### src/rtl/match_pe_scheduler.sv
// match_pe_scheduler
//
// Scoreboard-driven scheduler for a fixed-latency match PE pipeline.
// A request claims a scoreboard slot, issues one beat into the PE pipeline,
// and collects the per-beat match length. With the extension enabled, a beat
// that matched its full width (and was not the final permissible beat)
// re-issues the slot at addresses advanced by one PE width. Otherwise the
// beat ends the slot and a saturated total length is reported.
//
// Configuration macro: MATCH_SCHED_EXT_EN
//   defined   : full-width beats re-issue the slot and accumulate
//   undefined : every beat is final, o_pe_last is tied high
//
// Shared widths normally come from parameters.vh; fallbacks are provided
// here so the block elaborates on its own.

`ifndef MATCH_PE_WIDTH
`define MATCH_PE_WIDTH 16
`endif
`ifndef MAX_MATCH_LEN
`define MAX_MATCH_LEN 64
`endif
`ifndef MATCH_LEN_WIDTH
`define MATCH_LEN_WIDTH 7
`endif
`ifndef ADDR_WIDTH
`define ADDR_WIDTH 16
`endif

module match_pe_scheduler #(
    parameter int SCOREBOARD_ENTRY_INDEX = 2,
    parameter int PIPE_LAT               = 6
) (
    input  logic                              clk,
    input  logic                              rst,

    input  logic                              i_req_valid,
    output logic                              o_req_ready,
    input  logic [SCOREBOARD_ENTRY_INDEX-1:0] i_req_idx,
    input  logic [`ADDR_WIDTH-1:0]            i_req_head_addr,
    input  logic [`ADDR_WIDTH-1:0]            i_req_history_addr,

    output logic                              o_pe_valid,
    output logic                              o_pe_last,
    output logic [SCOREBOARD_ENTRY_INDEX-1:0] o_pe_idx,
    output logic [`ADDR_WIDTH-1:0]            o_pe_head_addr,
    output logic [`ADDR_WIDTH-1:0]            o_pe_history_addr,

    input  logic                              i_pe_valid,
    input  logic                              i_pe_last,
    input  logic [SCOREBOARD_ENTRY_INDEX-1:0] i_pe_idx,
    input  logic [`MATCH_LEN_WIDTH-1:0]       i_pe_match_len,

    output logic                              o_res_valid,
    output logic [SCOREBOARD_ENTRY_INDEX-1:0] o_res_idx,
    output logic [`MATCH_LEN_WIDTH-1:0]       o_res_match_len,

    output logic                              o_busy,
    output logic                              o_err
);

    localparam int IDX_W  = SCOREBOARD_ENTRY_INDEX;
    localparam int N_SLOT = 1 << IDX_W;
    localparam int ADDR_W = `ADDR_WIDTH;
    localparam int LEN_W  = `MATCH_LEN_WIDTH;

    // Lengths are compared one bit wider so accum + PE width never wraps.
    localparam logic [LEN_W:0]    PE_W_EXT  = (LEN_W+1)'(`MATCH_PE_WIDTH);
    localparam logic [LEN_W:0]    MAX_LEN   = (LEN_W+1)'(`MAX_MATCH_LEN);
    localparam logic [LEN_W-1:0]  PE_W_LEN  = LEN_W'(`MATCH_PE_WIDTH);
    localparam logic [ADDR_W-1:0] ADDR_STEP = ADDR_W'(`MATCH_PE_WIDTH);

    // The scheduler does not need the pipeline latency: results are matched
    // to slots by the echoed index, so any latency works.
    logic [31:0] unused_pipe_lat;
    assign unused_pipe_lat = 32'(PIPE_LAT);

    // ------------------------------------------------------------------
    // Length helpers
    // ------------------------------------------------------------------

    // Sum of two lengths clamped to the maximum match length.
    function automatic logic [LEN_W-1:0] sat_len_add(
        input logic [LEN_W-1:0] a,
        input logic [LEN_W-1:0] b
    );
        logic [LEN_W:0] sum;
        sum = {1'b0, a} + {1'b0, b};
        if (sum > MAX_LEN) begin
            return MAX_LEN[LEN_W-1:0];
        end
        return sum[LEN_W-1:0];
    endfunction

`ifdef MATCH_SCHED_EXT_EN
    // A beat is the last permissible one when a full-width match on it
    // would reach the maximum match length.
    function automatic logic beat_is_last(input logic [LEN_W-1:0] accum);
        logic [LEN_W:0] reach;
        reach = {1'b0, accum} + PE_W_EXT;
        return (reach >= MAX_LEN);
    endfunction
`endif

    // ------------------------------------------------------------------
    // State
    // ------------------------------------------------------------------

    // Per-slot scoreboard. busy is control; the rest is data.
    logic [N_SLOT-1:0] busy_q;
    logic [N_SLOT-1:0] busy_d;
    logic [LEN_W-1:0]  accum_q   [N_SLOT];
    logic [ADDR_W-1:0] head_q    [N_SLOT];
    logic [ADDR_W-1:0] hist_q    [N_SLOT];

    // Issue port registers.
    logic              pe_valid_q;
    logic [IDX_W-1:0]  pe_idx_q;
    logic [ADDR_W-1:0] pe_head_q;
    logic [ADDR_W-1:0] pe_hist_q;

    // Result port registers.
    logic              res_valid_q;
    logic [IDX_W-1:0]  res_idx_q;
    logic [LEN_W-1:0]  res_len_q;

    logic              err_q;

    // ------------------------------------------------------------------
    // Decode of the current cycle
    // ------------------------------------------------------------------

    logic              pe_hit;
    logic              pe_stale;
    logic              reissue_pending;
    logic              slot_done;
    logic              req_ready;
    logic              accept;
    logic [LEN_W-1:0]  accum_cur;
    logic [LEN_W-1:0]  accum_adv;
    logic [ADDR_W-1:0] head_adv;
    logic [ADDR_W-1:0] hist_adv;

    // Classify the incoming PE result and the incoming request.
    always_comb begin
        pe_hit   = i_pe_valid && busy_q[i_pe_idx];
        pe_stale = i_pe_valid && !busy_q[i_pe_idx];

`ifdef MATCH_SCHED_EXT_EN
        // A full-width match that was not the final beat continues the slot.
        reissue_pending = pe_hit && (i_pe_match_len == PE_W_LEN) && !i_pe_last;
`else
        reissue_pending = 1'b0;
`endif

        slot_done = pe_hit && !reissue_pending;

        // A re-issue owns the issue port next cycle, so new requests wait.
        req_ready = !rst && !busy_q[i_req_idx] && !reissue_pending;
        accept    = i_req_valid && req_ready;

        accum_cur = accum_q[i_pe_idx];
        accum_adv = sat_len_add(accum_cur, PE_W_LEN);
        head_adv  = head_q[i_pe_idx] + ADDR_STEP;
        hist_adv  = hist_q[i_pe_idx] + ADDR_STEP;
    end

`ifndef MATCH_SCHED_EXT_EN
    // Without the extension every beat is final, so the echoed last flag
    // carries no information.
    logic unused_pe_last;
    assign unused_pe_last = i_pe_last;
`endif

    // Busy bits: a slot is claimed on accept and released one cycle after
    // its result pulse, so it only becomes reusable after the pulse.
    always_comb begin
        busy_d = busy_q;
        if (res_valid_q) begin
            busy_d[res_idx_q] = 1'b0;
        end
        if (accept) begin
            busy_d[i_req_idx] = 1'b1;
        end
    end

    // ------------------------------------------------------------------
    // Control registers (reset)
    // ------------------------------------------------------------------

    // Slot ownership, port valids and the sticky error flag.
    always_ff @(posedge clk) begin
        if (rst) begin
            busy_q      <= '0;
            pe_valid_q  <= 1'b0;
            res_valid_q <= 1'b0;
            err_q       <= 1'b0;
        end else begin
            busy_q      <= busy_d;
            pe_valid_q  <= accept || reissue_pending;
            res_valid_q <= slot_done;
            if (pe_stale) begin
                err_q <= 1'b1;
            end
        end
    end

    // ------------------------------------------------------------------
    // Data registers (no reset)
    // ------------------------------------------------------------------

    // Scoreboard contents and issue payload: a new request starts the slot
    // at its given addresses, a re-issue advances it by one PE width.
    always_ff @(posedge clk) begin
        if (accept) begin
            accum_q[i_req_idx] <= '0;
            head_q[i_req_idx]  <= i_req_head_addr;
            hist_q[i_req_idx]  <= i_req_history_addr;
            pe_idx_q           <= i_req_idx;
            pe_head_q          <= i_req_head_addr;
            pe_hist_q          <= i_req_history_addr;
        end else if (reissue_pending) begin
            accum_q[i_pe_idx]  <= accum_adv;
            head_q[i_pe_idx]   <= head_adv;
            hist_q[i_pe_idx]   <= hist_adv;
            pe_idx_q           <= i_pe_idx;
            pe_head_q          <= head_adv;
            pe_hist_q          <= hist_adv;
        end
    end

`ifdef MATCH_SCHED_EXT_EN
    logic pe_last_q;

    // Last-beat flag follows the accumulated length of the beat being issued.
    always_ff @(posedge clk) begin
        if (accept) begin
            pe_last_q <= beat_is_last('0);
        end else if (reissue_pending) begin
            pe_last_q <= beat_is_last(accum_adv);
        end
    end

    assign o_pe_last = pe_last_q;
`else
    assign o_pe_last = 1'b1;
`endif

    // Final result payload: accumulated length plus this beat, saturated.
    always_ff @(posedge clk) begin
        if (slot_done) begin
            res_idx_q <= i_pe_idx;
            res_len_q <= sat_len_add(accum_cur, i_pe_match_len);
        end
    end

    // ------------------------------------------------------------------
    // Outputs
    // ------------------------------------------------------------------

    assign o_req_ready       = req_ready;
    assign o_pe_valid        = pe_valid_q;
    assign o_pe_idx          = pe_idx_q;
    assign o_pe_head_addr    = pe_head_q;
    assign o_pe_history_addr = pe_hist_q;
    assign o_res_valid       = res_valid_q;
    assign o_res_idx         = res_idx_q;
    assign o_res_match_len   = res_len_q;
    assign o_busy            = !rst && (|busy_q);
    assign o_err             = err_q;

endmodule
### config.mk
export PLATFORM = sky130hd
export DESIGN_NAME = match_pe_scheduler
export DESIGN_NICKNAME = d
export VERILOG_FILES = /design/src/rtl/match_pe_scheduler.sv
export SDC_FILE = /design/constraint.sdc
export NUM_CORES = 1
export LEC_CHECK = 0
export ABC_AREA = 1
export BUFFER_PORTS_ARGS = -buffer_cell sky130_fd_sc_hd__buf_4
export CORE_ASPECT_RATIO = 1.4
export CORE_MARGIN = 1
export CORE_UTILIZATION = 35
export CTS_BUF_LIST = sky130_fd_sc_hd__clkbuf_8
export CTS_CLUSTER_DIAMETER = 120
export DETAILED_ROUTE_END_ITERATION = 6
export GPL_TIMING_DRIVEN = 0
export PLACE_DENSITY = 0.61
export SLEW_MARGIN = 10
export SYNTH_ARGS = -nofsm -noshare
export SYNTH_HDL_FRONTEND = slang
export SYNTH_SLANG_ARGS = --single-unit
### constraint.sdc
create_clock -name clk -period 2.45 [get_ports clk]
set_clock_uncertainty 0.05 [all_clocks]
set_input_delay 0.3675 -clock clk [delete_from_list [all_inputs] [get_ports clk]]
set_output_delay 0.3675 -clock clk [all_outputs]
set_load 0.1 [all_outputs]
==> results of run 1 <==
## sequential cells by signal, indices dropped and copies added (netlist names)
name               cells
o_pe_valid             1
o_pe_head_addr        16
o_res_idx              2
o_pe_idx               2
o_res_valid            1
o_err                  1
busy_q                 4
o_res_match_len        7
o_pe_history_addr     16
## metrics by stage
step / utilization [%] / setup WS [ns] / hold slack [ns] / instances
floorplan: - / 0.206 / 0.416 / 122
global placement: 52.7 / 0.471 / 0.390 / 279
detailed placement: 52.7 / 0.459 / 0.397 / 279
CTS: 55.1 / 0.661 / 0.184 / 287
global route: 55.1 / 0.525 / 0.168 / 287
finish: 55.1 / 0.694 / 0.192 / 287
## worst max-delay path, stage by stage (launching register included)
cell and delay, ns:
dfxtp_1 0.34, nand3_1 0.10, nand2_2 0.09, nor2_4 0.13, and3_2 0.68
## synthesized netlist by cell type
cell type	number
edfxtp_1	43
inv_1	17
nor2_1	11
nand2_1	8
dfxtp_1	7
o21ai_0	7
a21oi_1	6
nand4_1	5
nand3_1	3
and3_2	2
inv_2	2
nand2_2	2
nor3_1	2
buf_2	1
buf_4	1
clkbuf_1	1
conb_1	1
nor2_2	1
nor2_4	1
nor4_1	1
## per-layer routing
metal	vias to the layer above	global-route usage, %
met2	75	20.5
met5	-	0
met1	566	13.7
met4	0	3.03
li1	617	-
met3	3	6.18
## how the worst min path moves through the flow
| stage | from | cells after the start | to | slack [ns] |
|---|---|---|---|---|
| 2_1_floorplan | i_req_head_addr[0] | 0 | o_pe_head_addr[0] | 0.42 |
| 3_3_place_gp | o_err | 2 | o_err | 0.39 |
| 3_5_place_dp | o_err | 2 | o_err | 0.40 |
| 4_1_cts | i_req_history_addr[15] | 1 | o_pe_history_addr[15] | 0.18 |
| 5_1_grt | i_req_head_addr[11] | 1 | o_pe_head_addr[11] | 0.17 |
| 6_report | i_req_history_addr[13] | 1 | o_pe_history_addr[13] | 0.19 |
## power breakdown
group	switching [mW]	internal, mW
sequential	0.0115	0.968
clock	0.249	0.329
combinational	0.329	0.103
## cell families after synthesis
logic type / count (synthesis) / share of synthesized area [%]
buf+inv: 22 / 4.96
other cells: 1 / 0.212
compound gates: 13 / 3.68
flops: 50 / 81.0
simple gates: 36 / 10.1
## layout make-up
| class | count | share of cell area (%) |
|---|---|---|
| Buffer | 3 | 0.610 |
| Sequential cell | 50 | 53.7 |
| Clock inverter | 2 | 1.27 |
| Timing Repair Buffer | 93 | 26.2 |
| Multi-Input combinational cell | 50 | 9.48 |
| Tap cell | 64 | 3.00 |
| Clock buffer | 6 | 3.10 |
| Inverter | 19 | 2.67 |
==> results.py, run 1 <==
metrics = {
    "detailed_routing": {
        "post_drt_wl_per_cell_um": 11.4,
        "num_vias": 1261,
        "wl_met2_mm": 1.60,
        "highest_layer": "met4",
        "drt_iter0_drc": 12,
        "routed_wl_mm": 3.27,
        "first_pass_iters": 4,
        "drc": 0,
        "vias_per_cell": 4.39,
        "wl_met1_mm": 1.22,
        "final_antenna_net_count": 0,
        "dr_wl_met3_um": 418,
    },
    "min_path": {
        "hold_class": "in -> reg",
    },
    "setup_path": {
        "worstSetupPathType": "reg -> reg",
        "rr_endpoint": "o_pe_history_addr[1]",
        "rrSetupSlack_ns": 0.69,
        "cp-end-kind": "flip-flop",
        "critPathArrivalTime_ns": 1.64,
        "required_ns": 2.33,
        "critPathLaunch": "busy_q[3]",
        "start_kind": "flip-flop",
        "reg2reg_depth": 4,
        "crit_path_end": "o_pe_history_addr[1]",
        "crit_fanout": 34,
        "r2r_start": "busy_q[3]",
    },
    "logic_synthesis": {
        "synth_top_area_cell": "edfxtp_1",
        "avgSynthCellArea_um2": 14.5,
        "seq_area_frac_synth_pct": 81.0,
        "yosys_warnings": 0,
        "synth_cell_type_count": 20,
        "synthTopCellsByArea": "edfxtp_1 73%, dfxtp_1 7.9%, inv_1 3.6%, nor2_1 2.3%, o21ai_0 2.0%",
        "syn_nets": 170,
        "postSynthCellCount": 122,
        "netlist.area_leader.share_pct": 73.1,
        "ys_ff_latch": 50,
        "syn_area_um2": 1770,
    },
    "clocking": {
        "cts_inserted_buffers": 5,
        "postCtsSetupBuffers": 0,
        "clock_latency_ns": 0.29,
        "cts-root-buf": "clkbuf_8",
        "cts.sinks": 50,
        "clockBufferDepth": 2,
        "cts_tree": "yes",
        "hold_buffers": 0,
        "cts.repair.resized": 0,
        "path_clk_slew_ns": 0.09,
        "cts-htree-levels": 2,
    },
    "cells_and_area": {
        "mostFrequentLayoutCells": "94 x buf_4, 43 x edfxtp_1, 18 x inv_1, 11 x nor2_1, 8 x nand2_1",
        "drive_above_1_share_pct": 49.8,
        "multi_input_area_um2": 253,
        "fillers": 423,
        "nNetsFinal": 270,
        "final_common_cell": "buf_4",
        "design_area_um2": 2670,
        "register_area_um2": 1430,
        "syn2layout_area_growth_pct": 50.9,
        "diodes": 0,
    },
    "timing": {
        "tightest_slew_ns": 0.724,
        "final_max_slew_viol_count": 0,
        "finalSetupViolations": 0,
        "hold_violations": 0,
        "relSlewSlack_pct": 51.7,
        "rsz0062_at_grt": "no",
        "post-route-min-period_ns": 1.76,
        "period_share_pct": 71.7,
        "finalSetupTns_ns": 0,
        "max_freq_mhz": 570,
    },
    "placed_design": {
        "dp_hpwl_mm": 2.52,
        "postPlaceCellArea_um2": 2550,
        "gp_congestion": 0.756,
        "portBuffers": 93,
    },
    "power_and_ir_drop": {
        "fin_total_pwr_mw": 1.99,
        "pwr_density_cell_nw_per_um2": 746,
        "power.leakage_nw": 1.16,
        "vdd_drop_max_mv": 0.402,
    },
    "floorplan": {
        "die_w_um": 62.0,
        "start_util_pct": 36.5,
        "coreArea_um2": 4840,
        "num_io_pins": 97,
        "die_h_um": 86.1,
        "dieArea_um2": 5340,
        "std_cell_rows": 30,
    },
    "global_route": {
        "first_global_vias": 1116,
        "grt.overflow.total": 0,
        "track_usage_pct": 12.3,
        "grt_max_degree": 35,
        "antenna_found_initial": 0,
        "grt_first_pass_wirelength_mm": 4.83,
    },
    "outcome": {
        "status": "completed",
    },
    "job": {
        "max_cap_viol_count": 0,
    },
}
Power figures use the tool's default switching activity.
==> run 2: changes to the inputs <==
--- a/config.mk
+++ b/config.mk
@@ -14,7 +14,7 @@
 export CTS_CLUSTER_DIAMETER = 120
 export DETAILED_ROUTE_END_ITERATION = 6
 export GPL_TIMING_DRIVEN = 0
-export PLACE_DENSITY = 0.61
+export PLACE_DENSITY = 0.64
 export SLEW_MARGIN = 10
 export SYNTH_ARGS = -nofsm -noshare
 export SYNTH_HDL_FRONTEND = slang
==> constraint.sdc (replaced) <==
create_clock -name clk -period 1.5 [get_ports clk]
set_clock_uncertainty 0.05 [all_clocks]
set_input_delay 0.225 -clock clk [delete_from_list [all_inputs] [get_ports clk]]
set_output_delay 0.225 -clock clk [all_outputs]
set_load 0.1 [all_outputs]
==> results.py, run 2 (synthesis results as in run 1) <==
metrics = {
    "setup_path": {
        "start_kind": "flip-flop",
        "critPathBufInv": 2,
        "worstSetupPathType": "reg -> out",
        "cp-end-kind": "output port",
        "rrSetupSlack_ns": 0.11,
        "cp_top_family": "flip-flops",
        "crit_fanout": 3,
        "path_cells": "inv_2, nor2_2, nor3_4, buf_12",
        "reg2reg_depth": 5,
        "cp.depth": 4,
        "critPathLaunch": "busy_q[0]",
        "max_stage_delay_ns": 0.38,
        "r2r_start": "busy_q[3]",
        "rr_endpoint": "o_res_idx[1]",
        "required_ns": 1.22,
        "cpMaxStageDelayCell": "dfxtp_1",
        "critPathArrivalTime_ns": 1.20,
    },
    "cells_and_area": {
        "layout.cells.non_filler": 293,
        "multi_input_area_um2": 333,
        "nNetsFinal": 276,
        "drive_above_1_share_pct": 56.8,
        "diodes": 0,
        "fillers": 415,
        "final_common_cell": "buf_4",
        "mostFrequentLayoutCells": "94 x buf_4, 43 x edfxtp_1, 15 x inv_1, 9 x nor2_1, 7 x nand2_1",
        "register_area_um2": 1440,
        "syn2layout_area_growth_pct": 56.1,
        "design_area_um2": 2760,
        "final_core_util_pct": 57.0,
    },
    "placed_design": {
        "gp_congestion": 0.763,
        "dp_hpwl_mm": 2.70,
        "dp.cells": 279,
        "portBuffers": 93,
        "postPlaceCellArea_um2": 2560,
        "dp_slack_ns": -0.251,
    },
    "floorplan": {
        "num_io_pins": 97,
        "die_h_um": 86.1,
        "coreArea_um2": 4840,
        "std_cell_rows": 30,
        "die_w_um": 62.0,
        "start_util_pct": 36.5,
        "dieArea_um2": 5340,
    },
    "timing": {
        "period_share_pct": 98.3,
        "max_freq_mhz": 678,
        "rsz0062_at_grt": "yes",
        "post-route-min-period_ns": 1.47,
        "finalSetupViolations": 0,
        "layout_setup_ws_ns": 0.0258,
        "final_max_slew_viol_count": 0,
        "hold_violations": 0,
    },
    "min_path": {
        "hp-start": "i_req_head_addr[12]",
        "min_path_cells": 1,
        "hold_end": "o_pe_head_addr[12]",
        "hold_class": "in -> reg",
    },
    "clocking": {
        "cts_inserted_buffers": 5,
        "clock_latency_ns": 0.29,
        "cts.sinks": 50,
        "cts-htree-levels": 2,
        "clockBufferDepth": 2,
        "cts-root-buf": "clkbuf_8",
        "hold_buffers": 0,
        "cts_tree": "yes",
        "path_clk_slew_ns": 0.09,
    },
    "power_and_ir_drop": {
        "p_int_mw": 2.10,
        "combPwrFrac_pct": 24.0,
        "clkPwrFrac_pct": 24.4,
        "swShare_pct": 32.4,
        "power.switching_mw": 1.00,
        "pwr-share-seq_pct": 51.6,
        "pwr_density_cell_nw_per_um2": 1120,
        "power.leakage_nw": 1.18,
        "vdd_drop_max_mv": 0.550,
        "fin_total_pwr_mw": 3.10,
    },
    "detailed_routing": {
        "vias_per_cell": 4.37,
        "drc": 0,
        "routed_wl_mm": 3.77,
        "drt_iter0_drc": 43,
        "highest_layer": "met4",
        "first_pass_iters": 4,
        "num_vias": 1280,
        "wl_met1_mm": 1.38,
        "post_drt_wl_per_cell_um": 12.9,
        "wl_met2_mm": 1.83,
        "final_antenna_net_count": 0,
        "dr_wl_met3_um": 505,
    },
    "job": {
        "max_cap_viol_count": 0,
    },
    "outcome": {
        "status": "completed",
    },
    "global_route": {
        "first_global_vias": 1189,
        "grt_max_degree": 17,
        "grt.overflow.total": 0,
        "grt_first_pass_wirelength_mm": 5.51,
        "track_usage_pct": 14.3,
        "antenna_found_initial": 0,
    },
}
-- run 2: changes by cell type in the layout (fill, tap and decap cells not counted), sizes merged --
cell      change
bufinv        -1
clkinvlp      +1
clkbuf        -1
clkinv        +2
nor2          +1
and3          +3
buf           +2
inv           -1
-- run 2: layer usage --
layer / vias up / track usage, %
li1: 635 / -
met1: 558 / 16.0
met2: 80 / 23.9
met3: 7 / 5.13
met4: 0 / 5.45
met5: - / 0
-- run 2: stage by stage --
step	setup TNS [ns]	hold slack, ns
after global placement	-6.06	0.353
after global routing	-0.127	0.0251
after CTS	0	0.0377
final	0	0.0439
after floorplan	-0.0761	0.274
after detailed placement	-6.75	0.354
-- run 2: area by class of cell --
type,instances,area share (%)
Buffer,3,0.590
Clock buffer,5,2.50
Clock inverter,3,0.771
Inverter,19,2.59
Multi-Input combinational cell,54,12.1
Sequential cell,50,52.1
Tap cell,64,2.90
Timing Repair Buffer,95,26.5
-- run 2: worst max path at each step --
stage,endpoint,slack (ns)
6_report,o_req_ready,0.03
3_5_place_dp,o_res_match_len[4],-0.25
2_1_floorplan,o_req_ready,-0.08
4_1_cts,o_req_ready,0.003
3_3_place_gp,o_res_match_len[6],-0.21
5_1_grt,o_busy,-0.07
-- run 2: timing repair --
action / in CTS / in global routing
gates cloned: 3 / 1
buffers inserted: 2 / 0
pin swaps: 4 / 5
gates resized for setup: 14 / 6
setup endpoints to repair: 45 / 45
-- run 2: power groups by stage --
| stage | clock network, mW | registers, mW | logic [mW] |
|---|---|---|---|
| after global placement | 0 | 1.63 | 0.708 |
| after global routing | 0.847 | 1.61 | 0.775 |
| final | 0.757 | 1.60 | 0.743 |
| after floorplan | 0 | 2.03 | 0.115 |
| after detailed placement | 0 | 1.63 | 0.714 |
| after CTS | 0.787 | 1.60 | 0.742 |
